### config.mk
export PLATFORM = sky130hd
export DESIGN_NAME = uart_tx_serializer
export DESIGN_NICKNAME = d
export VERILOG_FILES = /design/src/rtl/uart_tx_serializer.sv
export SDC_FILE = /design/constraint.sdc
export NUM_CORES = 1
export LEC_CHECK = 0
export ABC_AREA = 0
export CAP_MARGIN = 20
export CELL_PAD_IN_SITES_DETAIL_PLACEMENT = 2
export CELL_PAD_IN_SITES_GLOBAL_PLACEMENT = 2
export CORE_MARGIN = 2
export CORE_UTILIZATION = 30
export CTS_CLUSTER_DIAMETER = 150
export DETAILED_ROUTE_END_ITERATION = 10
export HOLD_SLACK_MARGIN = 0.02
export PLACE_DENSITY_LB_ADDON = 0.12
export SLEW_MARGIN = 20
export SYNTH_ARGS = -nofsm -noshare
export SYNTH_HDL_FRONTEND = slang
export SYNTH_SLANG_ARGS = --single-unit
### constraint.sdc
create_clock -name clk -period 2.05 [get_ports clk]
set_input_delay 0.205 -clock clk [delete_from_list [all_inputs] [get_ports clk]]
set_output_delay 0.205 -clock clk [all_outputs]
set_load 0.02 [all_outputs]
### src/rtl/uart_tx_serializer.sv
// rtl/uart_tx_serializer.sv - UART-style frame serializer: start, DATA_W payload bits, optional parity, STOP_BITS stop bits
// Optional parity bit compiled in when UART_TX_PARITY_EN is defined.
module uart_tx_serializer #(
  parameter int DATA_W     = 8,
  parameter int STOP_BITS  = 1,
  parameter int MSB_FIRST  = 1,
  parameter int PARITY_ODD = 0
) (
  input  logic              clk,
  input  logic              rst,
  input  logic              baud_tick,
  input  logic              tx_en,
  input  logic              tx_valid,
  input  logic [DATA_W-1:0] tx_data,
  output logic              tx_ready,
  output logic              tx_out,
  output logic              busy,
  output logic              char_sent
);

  localparam int CW = (DATA_W > 1) ? $clog2(DATA_W) : 1;

  typedef enum logic [2:0] {
    IDLE,
    START_WAIT,
    START,
    DATA,
`ifdef UART_TX_PARITY_EN
    PARITY,
`endif
    STOP
  } state_t;

  state_t            state, state_nxt;
  logic [DATA_W-1:0] shreg, shreg_nxt;
  logic [CW-1:0]     bit_cnt, bit_cnt_nxt;
  logic [0:0]        stop_cnt, stop_cnt_nxt;
  logic              tx_out_nxt, busy_nxt, char_sent_nxt;
  logic              qual;
`ifdef UART_TX_PARITY_EN
  logic              parity_q, parity_nxt;
`endif

  // Payload is stored in line order so the datapath always shifts out bit 0.
  function automatic logic [DATA_W-1:0] line_order(input logic [DATA_W-1:0] d);
    logic [DATA_W-1:0] r;
    for (int i = 0; i < DATA_W; i++) begin
      r[i] = (MSB_FIRST != 0) ? d[DATA_W-1-i] : d[i];
    end
    return r;
  endfunction

  assign qual     = baud_tick && tx_en;
  assign tx_ready = (state == IDLE);

  always_comb begin
    state_nxt     = state;
    shreg_nxt     = shreg;
    bit_cnt_nxt   = bit_cnt;
    stop_cnt_nxt  = stop_cnt;
    tx_out_nxt    = tx_out;
    busy_nxt      = busy;
    char_sent_nxt = 1'b0;
`ifdef UART_TX_PARITY_EN
    parity_nxt    = parity_q;
`endif
    case (state)
      IDLE: begin
        busy_nxt = tx_valid;
        if (tx_valid) begin
          shreg_nxt = line_order(tx_data);
`ifdef UART_TX_PARITY_EN
          parity_nxt = (^tx_data) ^ (PARITY_ODD != 0);
`endif
          state_nxt = START_WAIT;
        end
      end
      START_WAIT: begin
        if (qual) begin
          tx_out_nxt = 1'b0;
          state_nxt  = START;
        end
      end
      START: begin
        if (qual) begin
          tx_out_nxt  = shreg[0];
          shreg_nxt   = shreg >> 1;
          bit_cnt_nxt = '0;
          state_nxt   = DATA;
        end
      end
      DATA: begin
        if (qual) begin
          if (bit_cnt == CW'(DATA_W - 1)) begin
`ifdef UART_TX_PARITY_EN
            tx_out_nxt = parity_q;
            state_nxt  = PARITY;
`else
            tx_out_nxt   = 1'b1;
            stop_cnt_nxt = '0;
            state_nxt    = STOP;
`endif
          end else begin
            tx_out_nxt  = shreg[0];
            shreg_nxt   = shreg >> 1;
            bit_cnt_nxt = bit_cnt + CW'(1);
          end
        end
      end
`ifdef UART_TX_PARITY_EN
      PARITY: begin
        if (qual) begin
          tx_out_nxt   = 1'b1;
          stop_cnt_nxt = '0;
          state_nxt    = STOP;
        end
      end
`endif
      STOP: begin
        // busy stays high through the char_sent cycle; IDLE clears it next.
        if (qual) begin
          if (stop_cnt == 1'(STOP_BITS - 1)) begin
            char_sent_nxt = 1'b1;
            state_nxt     = IDLE;
          end else begin
            stop_cnt_nxt = stop_cnt + 1'b1;
          end
        end
      end
      default: state_nxt = IDLE;
    endcase
  end

  always_ff @(posedge clk or negedge rst) begin
    if (!rst) begin
      state     <= IDLE;
      shreg     <= '0;
      bit_cnt   <= '0;
      stop_cnt  <= '0;
      tx_out    <= 1'b1;
      busy      <= 1'b0;
      char_sent <= 1'b0;
`ifdef UART_TX_PARITY_EN
      parity_q  <= 1'b0;
`endif
    end else begin
      state     <= state_nxt;
      shreg     <= shreg_nxt;
      bit_cnt   <= bit_cnt_nxt;
      stop_cnt  <= stop_cnt_nxt;
      tx_out    <= tx_out_nxt;
      busy      <= busy_nxt;
      char_sent <= char_sent_nxt;
`ifdef UART_TX_PARITY_EN
      parity_q  <= parity_nxt;
`endif
    end
  end

endmodule

==> key figures <==
STA
  • Fin. Hold Viols: 0
  • Final setup fails: 0
  • Fmax: 0.5565 GHz
  • Clock Skew: 0.005600 ns
  • Tightest Pin Transition: 0.3486 ns
  • Slew Limit Headroom: 0.7676
  • Slew Viols, Final: 0
  • Setup repair after global routing missed its margin: false
  • Fin crit period: 1.797 ns
  • Fin Setup TNS: 0 ns
  • Final Cycle Share: 0.8766

Pwr
  • NetSw: 415.4 uW
  • Leakage: 0.5113 nW
  • Combinational share of power: 0.427
  • Net Sw Frac: 0.3305
  • Pwr dens: 1088 mW/mm2
  • Clock Power Share: 0.147
  • Sequential share of power: 0.426
  • Int Power: 841.4 uW
  • Worst VDD drop: 0.5351 mV

Placed design
  • Routability cong.: 0.7280
  • DP HPWL: 1565 um
  • PortBufs: 16

Final layout
  • Share of layout cells above drive strength 1: 0.3000
  • NumNets Final: 116
  • Ant. Diodes: 0
  • Area grow syn2layout: 31.11%
  • Final core occ: 0.4152

Route
  • WL/cell: 15.66 um
  • Vias post-DR: 669
  • Iter 0 DRT Violations: 9
  • Router iterations before antenna repair: 2
  • Number of remaining DRC errors: 0
  • Antenna-violating nets left: 0
  • Vias per Instance: 5.107
  • Detailed Route WL: 2052 um

Logic synthesis
  • Synth async-reset ratio: 1.000
  • Synth Area per Inst: 11.44 um2
  • Syn nets: 92
  • Cells after Synth: 77
  • Post-synth EDFFs: 0
  • Seq/Total Area, Yosys: 0.4844
  • Synthesis Warnings: 0
  • Netlist cell types: 25
  • Post-Syn Area: 880.8 um2
  • Ys flop type: dfrtp_1
  • Register bit total from synthesis: 17

Worst setup path
  • CP Buf/Inv Count: 1
  • Slowest CP cell: dfrtp_1
  • CP startpoint kind: flop
  • Crit path required time: 2.23 ns
  • Crit path kind: reg2reg
  • Critical Path Fanout Max: 8
  • CP max stage delay: 0.42 ns
  • Most frequent CP cell: ha_1
  • Critical Path Sink Type: flop
  • Arrival @ worst endpoint: 1.98 ns
  • CP top delay family: adder cells
  • Reg2reg setup slack: 0.25 ns
  • Crit-path cells: ha_1, ha_1, a221oi_4, buf_12, mux2_2

Global routing
  • GRT overflow: 0
  • Gr usage total: 0.1375
  • First-pass GRT wire length: 3525 um
  • Initial antenna violation count: 0
  • Vias in the first global route: 748
  • Largest net degree at the start of global routing: 18

Floorplan
  • Starting Density: 0.3167
  • Rows: 19
  • Die Y-Extent: 58.19 um
  • Die width: 58.19 um
  • Io pins: 17
  • Die Area: 0.003385 mm2
  • Core Footprint: 0.002781 mm2

CTS
  • Cts hold-fix bufs: 0
  • Root buf cell: clkbuf_4
  • Clock Latency Late Sink: 0.29 ns
  • Clk sinks: 17
  • Htree depth: 1
  • Reg clk slew, reported paths: 0.11 ns
  • Total CTS buffers: 3
  • Max Root-Sink Buffers: 2
  • TritonCTS clock tree: done

Run
  • Total of max-cap violations: 0

Outcome
  • Status: completed

Hold path
  • HP Class: in2async
-- final timing paths --
kind,startpoint,end,cells past startpoint
worst max-delay path,bit_cnt[0]$_DFFE_PN0P_,shreg[1]$_DFFE_PN0P_,5
worst min-delay path,rst,shreg[4]$_DFFE_PN0P_,2
worst max register to register,bit_cnt[0]$_DFFE_PN0P_,shreg[1]$_DFFE_PN0P_,5
worst min register to register,shreg[6]$_DFFE_PN0P_,shreg[6]$_DFFE_PN0P_,1
max in group asynchronous,rst,tx_out$_DFFE_PN1P_,2
min in group clk,tx_data[0],shreg[7]$_DFFE_PN0P_,3
-- metal layers --
metal  wire length, um  track usage  share of wire  vias up
met4                10      0.02990         0.0049        0
met3                95      0.04018          0.046        2
met1              1000       0.1813           0.49      327
li1                  -            -              -      324
met2               946       0.2240           0.46       16
met5                 0            0              0        -
-- cells in the mapped netlist, types with 2 or more instances --
cell type / count / area [um2]
nand3_1: 2 / 10.01
dfrtp_1: 16 / 400.4
clkbuf_1: 3 / 11.26
o21ai_0: 6 / 30.03
ha_1: 2 / 25.02
a22o_1: 3 / 26.28
nand2_1: 8 / 30.03
nor2_1: 3 / 11.26
nand2b_1: 2 / 12.51
mux2_2: 15 / 168.9
nor3_1: 2 / 10.01
a31oi_1: 2 / 12.51
-- state kept, by name (all words and copies together) (netlist names) --
name	flops
state	3
char_sent	1
tx_out	1
bit_cnt	3
shreg	8
busy	1
-- cells by family after synthesis --
| family | share of synthesized area |
|---|---|
| simple gates | 0.1392 |
| fa+ha+maj | 0.02840 |
| compound gates | 0.1222 |
| buf+inv | 0.02272 |
| mux | 0.2031 |
| flops | 0.4844 |
-- placed cells by master, fill, tap and decap left out, drive strengths merged --
cell type	netlist	final
o31ai	1	1
or2b	1	1
nand2	8	8
clkdlybuf4s50	0	15
dlygate4sd2	0	1
nor2	3	3
inv	1	1
clkinv	0	1
dfstp	1	1
a21oi	1	1
a31oi	2	2
ha	2	2
dfrtp	16	16
nor3	2	2
and3b	1	1
mux2i	1	1
or2	1	1
a221oi	1	1
clkbuf	3	3
nor2b	1	1
nand2b	2	2
nand3	2	2
or3b	1	1
o21ai	6	6
a22o	3	3
nand4b	1	1
mux2	15	15
buf	1	7
-- metrics by stage --
stage               cell area, um2  worst slack, ns  std cells  total power, mW  hold slack, ns
global route                  1155           0.1648        131            1.364          0.2322
CTS                           1155           0.2285        131            1.283          0.2348
finish                        1155           0.2530        131            1.257          0.2308
floorplan                    880.8           0.1648         77           0.8865        -0.09059
global placement              1129          0.07019        127            1.063          0.4897
detailed placement            1129          0.03281        127            1.089          0.5017
-- area by class of cell --
class / count / area, um2
Clock inverter: 1 / 5.005
Fill cell: 303 / 1627
Timing Repair Buffer: 23 / 224.0
Sequential cell: 17 / 426.7
Tap cell: 31 / 38.79
Multi-Input combinational cell: 55 / 434.2
Clock buffer: 3 / 22.52
Inverter: 1 / 3.754
-- power by group through the flow --
stage	sequential [mW]	clock, mW	combinational [mW]
floorplan	0.556	0	0.331
global placement	0.539	0	0.524
detailed placement	0.544	0	0.546
CTS	0.538	0.199	0.546
global route	0.555	0.212	0.598
finish	0.535	0.185	0.536
-- repair_timing --
| item | in CTS | in global routing |
|---|---|---|
| setup endpoints to repair | 1 | 0 |
| resized for setup | 1 | 0 |
| setup buffers | 0 | 0 |
(Power assumes the default switching activity.)
